$ cat config.mk
export PLATFORM = sky130hd
export DESIGN_NAME = adder_err_monitor
export DESIGN_NICKNAME = d
export VERILOG_FILES = /design/src/rtl/adder_err_monitor.sv
export SDC_FILE = /design/constraint.sdc
export NUM_CORES = 1
export LEC_CHECK = 0
export CORE_MARGIN = 5
export CORE_UTILIZATION = 63
export CTS_BUF_LIST = sky130_fd_sc_hd__clkbuf_8
export DETAILED_ROUTE_END_ITERATION = 6
export GPL_ROUTABILITY_DRIVEN = 0
export HOLD_SLACK_MARGIN = 0.12
export PLACE_DENSITY = 0.89
export SLEW_MARGIN = 20
export SYNTH_ARGS = -nofsm -noshare
export SYNTH_HDL_FRONTEND = slang
export SYNTH_SLANG_ARGS = --single-unit
$ cat constraint.sdc
create_clock -name clk -period 9.5 [get_ports clk]
set_clock_uncertainty 0.1 [all_clocks]
set_input_delay 0.95 -clock clk [delete_from_list [all_inputs] [get_ports clk]]
set_output_delay 0.95 -clock clk [all_outputs]
set_load 0.05 [all_outputs]
$ cat src/rtl/adder_err_monitor.sv
// -----------------------------------------------------------------------------
// adder_err_monitor
//
// Purpose:
//   Measures how far an approximate adder's results are from the exact sum.
//   A run is started with a sample count. Each accepted sample (op_a, op_b,
//   approx_sum) goes through a two-stage pipeline:
//     stage 1 registers the exact sum and the approximate sum,
//     stage 2 registers the absolute error,
//   and then the error is folded into the run accumulators. When the run
//   finishes, done pulses for one cycle and the results hold until the next
//   accepted start.
//
// Optional feature:
//   Define ADDER_ERR_MONITOR_MAX_EN to add the max_abs_err output. It reports
//   the largest absolute error seen in the run. With the macro undefined,
//   the port and its logic are absent.
//
// Ports:
//   clk          in   sole clock, rising edge
//   rst_n        in   asynchronous active-low reset
//   start        in   begin a run (only honoured in IDLE)
//   num_samples  in   samples per run, latched on an accepted start
//   in_valid     in   sample present
//   in_ready     out  monitor accepts a sample this cycle (RUN only)
//   op_a, op_b   in   operands fed to the approximate adder
//   approx_sum   in   approximate adder result, MSB = carry out
//   busy         out  high from accepted start until done
//   done         out  one-cycle pulse, results valid
//   err_count    out  number of samples whose approx_sum differed
//   max_abs_err  out  largest |exact - approx| (ADDER_ERR_MONITOR_MAX_EN only)
//   sum_abs_err  out  saturating sum of |exact - approx| over the run
// -----------------------------------------------------------------------------
module adder_err_monitor #(
  parameter int WIDTH = 16,
  parameter int ACC_W = 32
) (
  input  logic             clk,
  input  logic             rst_n,
  input  logic             start,
  input  logic [15:0]      num_samples,
  input  logic             in_valid,
  output logic             in_ready,
  input  logic [WIDTH-1:0] op_a,
  input  logic [WIDTH-1:0] op_b,
  input  logic [WIDTH:0]   approx_sum,
  output logic             busy,
  output logic             done,
  output logic [15:0]      err_count,
`ifdef ADDER_ERR_MONITOR_MAX_EN
  output logic [WIDTH:0]   max_abs_err,
`endif
  output logic [ACC_W-1:0] sum_abs_err
);

  // Error width, and a sum width wide enough that one addition of an error
  // to the accumulator can never overflow, whichever of the two is wider.
  localparam int EW = WIDTH + 1;
  localparam int SW = ((ACC_W > EW) ? ACC_W : EW) + 1;

  typedef enum logic [1:0] {
    IDLE,
    RUN,
    DRAIN,
    DONE
  } state_t;

  state_t          state_q;
  logic [15:0]     n_q;
  logic [15:0]     acc_cnt_q;
  logic            in_ready_q;
  logic            busy_q;
  logic            done_q;

  logic            s1_valid_q, s1_valid_d;
  logic [EW-1:0]   s1_exact_q, s1_exact_d;
  logic [EW-1:0]   s1_approx_q, s1_approx_d;
  logic            s2_valid_q, s2_valid_d;
  logic [EW-1:0]   s2_err_q, s2_err_d;
  logic [15:0]     err_count_q, err_count_d;
  logic [ACC_W-1:0] sum_q, sum_d;
`ifdef ADDER_ERR_MONITOR_MAX_EN
  logic [EW-1:0]   max_q, max_d;
`endif

  logic            accept;
  logic            start_accept;
  logic            last_accept;
  logic            pipe_empty;
  logic [SW-1:0]   sum_ext;

  assign accept       = in_valid & in_ready_q;
  assign start_accept = (state_q == IDLE) & start;
  assign last_accept  = accept & (acc_cnt_q == (n_q - 16'd1));
  assign pipe_empty   = ~s1_valid_q & ~s2_valid_q;

  // Datapath next-state: stage 1 captures on acceptance, stage 2 forms the
  // absolute error, and the accumulators absorb stage 2's result. A start
  // only happens in IDLE, when the pipeline is already empty, so clearing
  // and accumulating never compete.
  always_comb begin
    s1_valid_d  = accept;
    s1_exact_d  = s1_exact_q;
    s1_approx_d = s1_approx_q;
    if (accept) begin
      s1_exact_d  = {1'b0, op_a} + {1'b0, op_b};
      s1_approx_d = approx_sum;
    end

    s2_valid_d = s1_valid_q;
    s2_err_d   = s2_err_q;
    if (s1_valid_q) begin
      s2_err_d = (s1_exact_q >= s1_approx_q) ? (s1_exact_q - s1_approx_q)
                                             : (s1_approx_q - s1_exact_q);
    end

    sum_ext     = SW'(sum_q) + SW'(s2_err_q);
    err_count_d = err_count_q;
    sum_d       = sum_q;
`ifdef ADDER_ERR_MONITOR_MAX_EN
    max_d       = max_q;
`endif
    if (start_accept) begin
      err_count_d = '0;
      sum_d       = '0;
`ifdef ADDER_ERR_MONITOR_MAX_EN
      max_d       = '0;
`endif
    end else if (s2_valid_q) begin
      if (s2_err_q != '0) begin
        err_count_d = err_count_q + 16'd1;
      end
      // Any bit above the accumulator width means the sum passed full scale.
      sum_d = (|sum_ext[SW-1:ACC_W]) ? '1 : sum_ext[ACC_W-1:0];
`ifdef ADDER_ERR_MONITOR_MAX_EN
      if (s2_err_q > max_q) begin
        max_d = s2_err_q;
      end
`endif
    end
  end

  // Pipeline and accumulator registers.
  always_ff @(posedge clk or negedge rst_n) begin
    if (!rst_n) begin
      s1_valid_q  <= 1'b0;
      s1_exact_q  <= '0;
      s1_approx_q <= '0;
      s2_valid_q  <= 1'b0;
      s2_err_q    <= '0;
      err_count_q <= '0;
      sum_q       <= '0;
`ifdef ADDER_ERR_MONITOR_MAX_EN
      max_q       <= '0;
`endif
    end else begin
      s1_valid_q  <= s1_valid_d;
      s1_exact_q  <= s1_exact_d;
      s1_approx_q <= s1_approx_d;
      s2_valid_q  <= s2_valid_d;
      s2_err_q    <= s2_err_d;
      err_count_q <= err_count_d;
      sum_q       <= sum_d;
`ifdef ADDER_ERR_MONITOR_MAX_EN
      max_q       <= max_d;
`endif
    end
  end

  // Run control. Outputs are registered alongside the state so that
  // in_ready is high exactly while in RUN, busy covers the accepted start
  // through the DONE state, and done pulses as the FSM returns to IDLE.
  always_ff @(posedge clk or negedge rst_n) begin
    if (!rst_n) begin
      state_q    <= IDLE;
      n_q        <= '0;
      acc_cnt_q  <= '0;
      in_ready_q <= 1'b0;
      busy_q     <= 1'b0;
      done_q     <= 1'b0;
    end else begin
      done_q <= 1'b0;
      case (state_q)
        IDLE: begin
          if (start) begin
            busy_q    <= 1'b1;
            acc_cnt_q <= '0;
            if (num_samples != 16'd0) begin
              state_q    <= RUN;
              n_q        <= num_samples;
              in_ready_q <= 1'b1;
            end else begin
              state_q <= DONE;
            end
          end
        end
        RUN: begin
          if (accept) begin
            acc_cnt_q <= acc_cnt_q + 16'd1;
          end
          if (last_accept) begin
            state_q    <= DRAIN;
            in_ready_q <= 1'b0;
          end
        end
        DRAIN: begin
          if (pipe_empty) begin
            state_q <= DONE;
          end
        end
        DONE: begin
          state_q <= IDLE;
          busy_q  <= 1'b0;
          done_q  <= 1'b1;
        end
        default: begin
          state_q    <= IDLE;
          in_ready_q <= 1'b0;
          busy_q     <= 1'b0;
        end
      endcase
    end
  end

  assign in_ready    = in_ready_q;
  assign busy        = busy_q;
  assign done        = done_q;
  assign err_count   = err_count_q;
  assign sum_abs_err = sum_q;
`ifdef ADDER_ERR_MONITOR_MAX_EN
  assign max_abs_err = max_q;
`endif

endmodule
==> impl_metrics.env, run 1 <==
export IMPL_min_period_ns=3.76
export IMPL_postSynthAreaPerCell_um2=8.75
export IMPL_cts_tree="yes"
export IMPL_start_kind="flop"
export IMPL_clockRootBuffer="clkbuf_8"
export IMPL_ctsResizeCount=0
export IMPL_insertion_delay_ns=0.46
export IMPL_final_common_cell="dfrtp_1"
export IMPL_cts_buffer_depth=2
export IMPL_arrival_ns=4.05
export IMPL_syn_inst=1080
export IMPL_io_pins=120
export IMPL_outcome="finished, final reports clean"
export IMPL_ys_seq_area_share_pct=36.5
export IMPL_initial_core_util_pct=64.5
export IMPL_row_count=44
export IMPL_num_antenna_cells=0
export IMPL_synthDistinctLibCells=64
export IMPL_clkTransAtPathRegs_ns=0.08
export IMPL_grt_max_degree=71
export IMPL_power_density_nw_per_um2=287
export IMPL_syn_nets=1227
export IMPL_finalCritPeriodShare_pct=39.6
export IMPL_synth_edf_count=0
export IMPL_slew_headroom_pct=34.6
export IMPL_overflow=0
export IMPL_yosys_warnings=0
export IMPL_die_h_um=132
export IMPL_fin_setup_tns_ns=0
export IMPL_async_reset_ff_share_pct=100
export IMPL_postRouteAntennaNets=0
export IMPL_critPathCaptureType="flop"
export IMPL_die_area_um2=17500
export IMPL_synth_top_flop_cell="dfrtp_1"
export IMPL_hold_viol=0
export IMPL_area_growth_syn_to_layout_pct=18.8
export IMPL_grt_setup_unrepaired="false"
export IMPL_p_leak_nw=4.94
export IMPL_port_buffers=119
export IMPL_core_region_area_um2=14600
export IMPL_drc=0
export IMPL_crit_required_ns=9.78
export IMPL_drive_above_1_share_pct=4.95
export IMPL_slowest_stage="or4_1"
export IMPL_slowest_delay_ns=0.71
export IMPL_cap_violations=0
export IMPL_fill_cells=1037
export IMPL_fin_nets=1328
export IMPL_fmax_ghz=0.266
export IMPL_wirelength_mm=23.7
export IMPL_ir_drop_mv=0.166
export IMPL_hold_buffers=0
export IMPL_wl_per_cell_um=17.2
export IMPL_critPathKind="flop to flop"
export IMPL_vias=8538
export IMPL_htreeDepth=4
export IMPL_hpwl_mm=17.2
export IMPL_antenna_found_initial=0
export IMPL_crit_path_cell_trace="or4_1, nor4_1, mux4_1, a21oi_1, a41oi_1, or4_4, a211oi_2, mux2i_1"
export IMPL_syn_area_um2=9450
export IMPL_hold_class="input pin to async pin"
export IMPL_power_total_mw=3.22
export IMPL_ys_ff_latch=138
export IMPL_drtIter0Drc=888
export IMPL_finalMaxSlewViolations=0
export IMPL_worst_hold_slack_ns=0.393
export IMPL_cts_made_buffers=17
export IMPL_vias_per_cell=6.20
export IMPL_first_global_vias=8234
export IMPL_track_usage_pct=27.1
export IMPL_cts_setup_buffers=0
export IMPL_setup_viol_count_final=0
export IMPL_clkSinkCount=138
export IMPL_grt_pass1_wl_mm=39.6
export IMPL_layout_common_cells="dfrtp_1, clkdlybuf4s50_1, nor2_1, o21ai_0, nand2_1"
export IMPL_worst_slew_pin_slew_ns=0.975
export IMPL_chipWidth_um=132
export IMPL_first_pass_iters=6
export IMPL_worstPathMaxFanout=7
synthesized netlist by cell type, types with 8 or more instances:
master / n / share of area, %
dfrtp_1: 138 / 37
nor2_1: 97 / 3.9
o21ai_0: 90 / 4.8
nand2_1: 82 / 3.3
a21oi_1: 77 / 4.1
ha_1: 74 / 9.8
inv_1: 68 / 2.7
xnor2_1: 42 / 3.9
clkbuf_1: 38 / 1.5
xor2_1: 37 / 3.4
nand3_1: 33 / 1.7
a31oi_1: 25 / 1.7
nor3_1: 24 / 1.3
a21o_1: 17 / 1.4
and3_1: 15 / 0.99
nand4_1: 15 / 0.99
mux2_2: 14 / 1.7
mux2i_1: 14 / 1.5
nand2b_1: 14 / 0.93
nor2b_1: 13 / 0.86
or3_1: 13 / 0.86
a211oi_1: 12 / 0.95
nor4_1: 12 / 0.79
o21a_1: 10 / 0.79
o31ai_1: 10 / 0.79
o211ai_1: 8 / 0.64
registers in the layout, summed over array words and instances (netlist names):
signal,count
busy,1
err_count,16
s1_exact_q,17
sum_abs_err,32
s2_valid_q,1
in_ready,1
s2_err_q,17
state_q,2
acc_cnt_q,16
s1_approx_q,17
done,1
s1_valid_q,1
n_q,16
path summary, 6_finish.rpt:
check	from	endpoint	slack, ns	cells past startpoint
max in group asynchronous	rst_n	s2_err_q[16]	7.61	2
worst min-delay path	rst_n	err_count[12]	0.39	1
worst min register to register	sum_abs_err[24]	sum_abs_err[24]	0.44	1
min in group clk	sum_abs_err[24]	sum_abs_err[24]	0.44	1
worst max-delay path	n_q[3]	state_q[1]	5.74	8
worst max register to register	n_q[3]	state_q[1]	5.74	8
per-stage QoR:
| step | cell area [um^2] | util [%] | worst slack, ns | instances |
|---|---|---|---|---|
| after CTS | 11200 | 76.6 | 5.75 | 1376 |
| after floorplan | 9450 | - | 6.06 | 1080 |
| final | 11200 | 76.6 | 5.74 | 1376 |
| after global routing | 11200 | 76.6 | 5.47 | 1376 |
| after global placement | 10700 | 73.4 | 5.47 | 1346 |
| after detailed placement | 10700 | 73.4 | 5.41 | 1346 |
report_power, final:
part / switching [mW] / total, mW / leakage (nW) / internal, mW
sequential: 0.195 / 0.942 / 1.73 / 0.747
clock: 0.232 / 0.582 / 0.234 / 0.351
combinational: 1.00 / 1.70 / 2.98 / 0.696
total: 1.43 / 3.22 / 4.94 / 1.79
layout make-up:
| class | count | area [um^2] | share of cell area, % |
|---|---|---|---|
| timing repair buffer | 123 | 1220 | 10.9 |
| clock inverter | 11 | 218 | 1.94 |
| sequential | 138 | 3450 | 30.8 |
| inverter | 70 | 263 | 2.34 |
| multi-input combinational | 831 | 5580 | 49.7 |
| tap | 184 | 230 | 2.05 |
| clock buffer | 19 | 262 | 2.33 |
logic make-up (layout without fill, tap and decap cells):
| kind of cell | after synthesis | after routing | share of synthesized area (%) |
|---|---|---|---|
| AND/OR/NAND/NOR | 341 | 341 | 17.6 |
| AO/OA/AOI/OAI | 304 | 304 | 20.0 |
| flip-flops | 138 | 138 | 36.5 |
| buffers and inverters | 111 | 223 | 4.44 |
| XOR/XNOR | 79 | 79 | 7.32 |
| adder cells (fa/ha/maj) | 78 | 78 | 10.6 |
| multiplexers | 29 | 29 | 3.43 |
critical path: cells and delay by family (launching register included):
kind	cells	cell delay (ns)
AO/OA/AOI/OAI	3	0.48
flip-flops	1	0.46
AND/OR/NAND/NOR	3	1.80
multiplexers	2	0.85
layer usage:
metal  GRT usage, %  routed length, um
met5              0                  0
met4           10.9                674
met3           5.20               1650
met2           45.2              11300
met1           35.0              10100
Note: power is estimated with default switching activity, not from simulation.
==> run 2, diff against run 1 <==
--- a/config.mk
+++ b/config.mk
@@ -6,12 +6,12 @@
 export NUM_CORES = 1
 export LEC_CHECK = 0
 export CORE_MARGIN = 5
-export CORE_UTILIZATION = 63
+export CORE_UTILIZATION = 58
 export CTS_BUF_LIST = sky130_fd_sc_hd__clkbuf_8
 export DETAILED_ROUTE_END_ITERATION = 6
 export GPL_ROUTABILITY_DRIVEN = 0
 export HOLD_SLACK_MARGIN = 0.12
-export PLACE_DENSITY = 0.89
+export PLACE_DENSITY = 0.83
 export SLEW_MARGIN = 20
 export SYNTH_ARGS = -nofsm -noshare
 export SYNTH_HDL_FRONTEND = slang
==> constraint.sdc (replaced) <==
create_clock -name clk -period 3.65 [get_ports clk]
set_clock_uncertainty 0.1 [all_clocks]
set_input_delay 0.365 -clock clk [delete_from_list [all_inputs] [get_ports clk]]
set_output_delay 0.365 -clock clk [all_outputs]
set_load 0.05 [all_outputs]
==> run 2 against run 1 <==
Effect of this change: fmax grew 10%; wire length shrank 4.3%; cell count grew 3.9%; final area grew 1.4%; register-to-register slack lost 5.5 ns; sequential share of layout area shrank 0.42 points; die area grew 8.0%; setup slack lost 5.5 ns; first-iteration DRC count shrank 25%; largest power group unchanged; critical endpoint unchanged.
==> impl_metrics.env, run 2 (synthesis results as in run 1) <==
export IMPL_outcome="finished, final reports clean"
export IMPL_met1_usage_pct=31.7
export IMPL_final_common_cell="dfrtp_1"
export IMPL_hold_viol=0
export IMPL_first_global_vias=8010
export IMPL_core_region_area_um2=15900
export IMPL_worstSetupStartpoint="n_q[3]"
export IMPL_largest_reg_flops=32
export IMPL_start_kind="flop"
export IMPL_row_count=46
export IMPL_r2r_cells=9
export IMPL_vias_per_cell=5.96
export IMPL_insertion_delay_ns=0.46
export IMPL_drive_above_1_share_pct=6.27
export IMPL_power_total_mw=8.29
export IMPL_ir_drop_mv=0.378
export IMPL_grt_pass1_wl_mm=37.6
export IMPL_top_usage_layer="met2"
export IMPL_power_density_nw_per_um2=728
export IMPL_worstPathMaxFanout=7
export IMPL_ctsResizeCount=0
export IMPL_fin_setup_tns_ns=0
export IMPL_min_period_ns=3.41
export IMPL_track_usage_pct=24.3
export IMPL_slowest_delay_ns=0.58
export IMPL_wl_per_cell_um=15.9
export IMPL_layout_common_cells="dfrtp_1, clkdlybuf4s50_1, nor2_1, o21ai_0, nand2_1"
export IMPL_chipWidth_um=138
export IMPL_die_area_um2=18900
export IMPL_hold_class="input pin to flop"
export IMPL_port_buffers=119
export IMPL_critPathCaptureType="flop"
export IMPL_endpoint="state_q[1]"
export IMPL_p_leak_nw=5.04
export IMPL_die_h_um=138
export IMPL_clkTransAtPathRegs_ns=0.07
export IMPL_use_met2_pct=41.0
export IMPL_clockRootBuffer="clkbuf_8"
export IMPL_vias=8517
export IMPL_setup_viol_count_final=0
export IMPL_critPathKind="flop to flop"
export IMPL_cap_violations=0
export IMPL_overflow=0
export IMPL_cts_setup_buffers=0
export IMPL_arrival_ns=3.69
export IMPL_first_pass_iters=5
export IMPL_r2r_slack_ns=0.24
export IMPL_r2r_end="state_q[1]"
export IMPL_fin_nets=1347
export IMPL_initial_core_util_pct=59.3
export IMPL_grt_max_degree=79
export IMPL_final_core_util_pct=71.4
export IMPL_slew_headroom_pct=39.3
export IMPL_grt_setup_unrepaired="false"
export IMPL_hpwl_mm=17.2
export IMPL_postRouteAntennaNets=0
export IMPL_num_antenna_cells=0
export IMPL_clkSinkCount=138
export IMPL_drtIter0Drc=663
export IMPL_crit_path_cell_trace="or4_1, nor4_1, buf_4, mux4_1, a21oi_1, a41oi_1, or4_4, a211oi_2, mux2i_1"
export IMPL_wirelength_mm=22.7
export IMPL_finalCritPeriodShare_pct=93.4
export IMPL_crit_required_ns=3.93
export IMPL_drc=0
export IMPL_antenna_found_initial=0
export IMPL_r2r_start="n_q[3]"
export IMPL_fmax_ghz=0.293
export IMPL_grtUsageMet3_pct=4.02
export IMPL_cts_tree="yes"
export IMPL_area_growth_syn_to_layout_pct=20.4
export IMPL_cts_buffer_depth=2
export IMPL_htreeDepth=4
export IMPL_cts_made_buffers=17
export IMPL_finalMaxSlewViolations=0
export IMPL_worst_slew_pin_slew_ns=0.908
export IMPL_slowest_stage="or4_1"
export IMPL_io_pins=120
## run 2: changes by cell type in the layout (fill, tap and decap cells not counted), sizes merged
cell / previous run / this run
inv: 69 / 71
dlygate4sd3: 0 / 1
bufinv: 6 / 4
buf: 5 / 23
clkbuf: 19 / 22
clkinvlp: 2 / 0
clkinv: 4 / 5
## run 2: worst min-delay path by stage
stage                  startpoint              to  slack (ns)  depth (start not counted)
floorplan                   rst_n    acc_cnt_q[0]       -0.03                          0
global placement            rst_n   err_count[12]        0.35                          1
detailed placement          rst_n   err_count[12]        0.34                          1
CTS                 approx_sum[3]  s1_approx_q[3]        0.34                          3
global route        approx_sum[2]  s1_approx_q[2]        0.37                          3
finish              approx_sum[4]  s1_approx_q[4]        0.36                          3
## run 2: final cells by class
| type | count | area [um^2] |
|---|---|---|
| multi-input combinational | 831 | 5580 |
| fill | 1263 | 4560 |
| sequential | 138 | 3450 |
| timing repair buffer | 142 | 1370 |
| clock buffer | 22 | 303 |
| tap | 216 | 270 |
| inverter | 70 | 263 |
| clock inverter | 10 | 146 |
## run 2: repair_timing
action | in CTS | in global routing
hold buffers | 1 | 0
hold endpoints to repair | 76 | 0
endpoints found under the setup margin | 0 | 0
## run 2: routing by layer
layer,vias up,wire length (um)
met5,-,0
met2,323,11000
li1,4102,-
met3,53,1470
met1,4039,9750
met4,0,501
## run 2: through the flow
step	hold WS [ns]	instances	area, um^2	worst slack (ns)
after floorplan	-0.0306	1080	9450	0.209
after global placement	0.348	1396	10900	0.333
after detailed placement	0.341	1396	10900	0.155
after CTS	0.338	1429	11400	0.236
after global routing	0.368	1429	11400	0.0586
final	0.357	1429	11400	0.241
## run 2: worst max-delay path, delay by kind of cell, from the launching register on
kind            cells  cell delay (ns)
simple gates        3             1.35
mux                 2             0.76
compound gates      3             0.48
flops               1             0.46
buf+inv             1             0.17
## run 2: where the power goes
part	leakage, nW	switching (mW)	internal [mW]	total (mW)
clock	0.242	0.577	0.825	1.40
sequential	1.73	0.483	1.95	2.43
combinational	3.07	2.60	1.86	4.45
==> run 3, diff against run 2 <==
--- a/config.mk
+++ b/config.mk
@@ -5,8 +5,9 @@
 export SDC_FILE = /design/constraint.sdc
 export NUM_CORES = 1
 export LEC_CHECK = 0
+export ABC_AREA = 1
 export CORE_MARGIN = 5
-export CORE_UTILIZATION = 58
+export CORE_UTILIZATION = 59
 export CTS_BUF_LIST = sky130_fd_sc_hd__clkbuf_8
 export DETAILED_ROUTE_END_ITERATION = 6
 export GPL_ROUTABILITY_DRIVEN = 0
==> run 3 against run 2 <==
Effect of this change: non-clock buffer count down 18; setup slack better by 0.54 ns; sequential share of layout area down 2.5 points; highest routed layer unchanged; die area up 9.8%; core utilization down 2.0 points; final area up 8.8%; synthesized area up 12%; largest cell class unchanged; hold slack about the same.
==> impl_metrics.env, run 3 <==
export IMPL_fmax_ghz=0.349
export IMPL_finalMaxSlewViolations=0
export IMPL_chipWidth_um=144
export IMPL_final_seq_area_um2=3450
export IMPL_p_leak_nw=6.07
export IMPL_syn_nets=1638
export IMPL_setup_viol_count_final=0
export IMPL_cap_violations=0
export IMPL_ctsResizeCount=0
export IMPL_layout_common_cells="nand2_1, inv_1, dfrtp_1, nor2_1, clkdlybuf4s50_1"
export IMPL_fin_nets=1745
export IMPL_num_antenna_cells=0
export IMPL_cts_tree="yes"
export IMPL_start_kind="flop"
export IMPL_crit_path_cell_trace="ha_1, fa_1, nand3_1, nand3_1, nand2_1, nand2_1, nand3_1, nand2_1, nand3_1, nand2_1, inv_2, nand3_1, nand2_1, o21ai_1"
export IMPL_hpwl_mm=20.7
export IMPL_ys_ff_latch=138
export IMPL_wl_per_cell_um=14.3
export IMPL_worst_slew_pin_slew_ns=0.826
export IMPL_first_global_vias=9941
export IMPL_insertion_delay_ns=0.47
export IMPL_cts_buffer_depth=2
export IMPL_grt_pass1_wl_mm=44.8
export IMPL_finalCritPeriodShare_pct=78.5
export IMPL_critPathCaptureType="flop"
export IMPL_critPathKind="flop to flop"
export IMPL_postSynthAreaPerCell_um2=7.13
export IMPL_slowest_delay_ns=0.41
export IMPL_cts_made_buffers=17
export IMPL_fin_setup_tns_ns=0
export IMPL_worstPathMaxFanout=20
export IMPL_syn_inst=1491
export IMPL_antenna_found_initial=0
export IMPL_multi_input_area_um2=6370
export IMPL_port_buffers=119
export IMPL_synthTopCellsByCount="nand2_1, inv_1, dfrtp_1"
export IMPL_final_common_cell="nand2_1"
export IMPL_grt_max_degree=74
export IMPL_die_h_um=144
export IMPL_row_count=49
export IMPL_ys_seq_area_share_pct=32.5
export IMPL_drc=0
export IMPL_area_growth_syn_to_layout_pct=16.6
export IMPL_largest_reg_flops=32
export IMPL_power_density_nw_per_um2=637
export IMPL_initial_core_util_pct=59.6
export IMPL_track_usage_pct=26.1
export IMPL_hold_class="input pin to async pin"
export IMPL_drive_above_1_share_pct=6.27
export IMPL_clockRootBuffer="clkbuf_8"
export IMPL_synth_edf_count=0
export IMPL_synthDistinctLibCells=57
export IMPL_syn_area_um2=10600
export IMPL_synth_top_flop_cell="dfrtp_1"
export IMPL_dp_cells=1807
export IMPL_slowest_stage="dfrtp_1"
export IMPL_path_buf_inv=1
export IMPL_crit_required_ns=3.91
export IMPL_fill_cells=1469
export IMPL_slew_headroom_pct=45.0
export IMPL_synth_top_area_share_pct=32.5
export IMPL_arrival_ns=3.13
export IMPL_postRouteAntennaNets=0
export IMPL_first_pass_iters=6
export IMPL_ir_drop_mv=0.603
export IMPL_dp_slack_ns=0.457
export IMPL_core_region_area_um2=17800
export IMPL_vias_per_cell=5.51
export IMPL_overflow=0
export IMPL_setup_slack_ns=0.785
export IMPL_grt_setup_unrepaired="false"
export IMPL_htreeDepth=4
export IMPL_min_period_ns=2.87
export IMPL_async_reset_ff_share_pct=100
export IMPL_yosys_warnings=0
export IMPL_synthTopCellsByArea="dfrtp_1, nand2_1, ha_1"
export IMPL_stdcell_count=1840
export IMPL_synth_top_cell_by_area="dfrtp_1"
export IMPL_clkSinkCount=138
export IMPL_synth_most_common_cell="nand2_1"
export IMPL_hold_viol=0
export IMPL_vias=10142
export IMPL_worst_hold_slack_ns=0.357
export IMPL_io_pins=120
export IMPL_wirelength_mm=26.4
export IMPL_outcome="finished, final reports clean"
export IMPL_crit_family="simple AND/OR/NAND/NOR gates"
export IMPL_die_area_um2=20800
export IMPL_clkTransAtPathRegs_ns=0.09
export IMPL_drtIter0Drc=639
-- run 3: timing repair --
| action | 4_1_cts | 5_1_grt |
|---|---|---|
| setup buffers | 0 | 0 |
| endpoints found under the hold margin | 65 | 0 |
| hold buffers | 1 | 0 |
-- run 3: metrics by stage --
| step | util [%] | power (mW) | area [um^2] |
|---|---|---|---|
| after detailed placement | 67.1 | 6.52 | 12000 |
| after global routing | 69.4 | 8.51 | 12400 |
| after global placement | 67.1 | 6.40 | 12000 |
| after floorplan | - | 5.40 | 10600 |
| after CTS | 69.4 | 7.86 | 12400 |
| final | 69.4 | 7.89 | 12400 |
-- run 3: kinds of logic (layout without fill, tap and decap cells) --
kind of cell / after synthesis / count (layout) / synth area share (%)
DFF: 138 / 138 / 32.5
xor gates and xnor gates: 71 / 71 / 5.85
AOI/OAI and AO/OA: 250 / 250 / 13.0
buffers and inverters: 202 / 322 / 7.64
and+or+nand+nor: 747 / 747 / 31.0
muxes: 5 / 5 / 0.530
adders and majority gates: 78 / 78 / 9.47
-- run 3: worst paths after layout --
| kind | start | end | slack [ns] | cells past startpoint |
|---|---|---|---|---|
| worst max-delay path | sum_abs_err[0] | sum_abs_err[26] | 0.78 | 14 |
| worst min-delay path | rst_n | sum_abs_err[14] | 0.36 | 2 |
| worst max register to register | sum_abs_err[0] | sum_abs_err[26] | 0.78 | 14 |
| worst min register to register | acc_cnt_q[15] | acc_cnt_q[15] | 0.41 | 1 |
| max in group asynchronous | rst_n | s1_approx_q[10] | 2.30 | 3 |
| min in group clk | approx_sum[1] | s1_approx_q[1] | 0.37 | 3 |
-- run 3: layout make-up --
type                    instances  area share (%)
well taps                     229            2.31
clock inverters                14            1.27
clock buffers                  18            2.00
multi-input cells            1151            51.4
flip-flops and latches        138            27.9
repair buffers                124            10.1
inverters                     166            5.06
-- run 3: power by group --
group | leakage [nW] | internal (mW) | switching, mW
clock network | 0.203 | 0.641 | 0.672
registers | 1.74 | 1.90 | 0.435
logic | 4.12 | 1.51 | 2.72
total | 6.07 | 4.05 | 3.83
-- run 3: per-layer routing --
metal | global-route usage (%) | wire length (um) | vias to the layer above
met4 | 9.03 | 739 | 0
met1 | 33.4 | 11400 | 4640
met5 | 0 | 0 | -
met3 | 4.70 | 1550 | 68
li1 | - | - | 5090
met2 | 44.8 | 12700 | 344
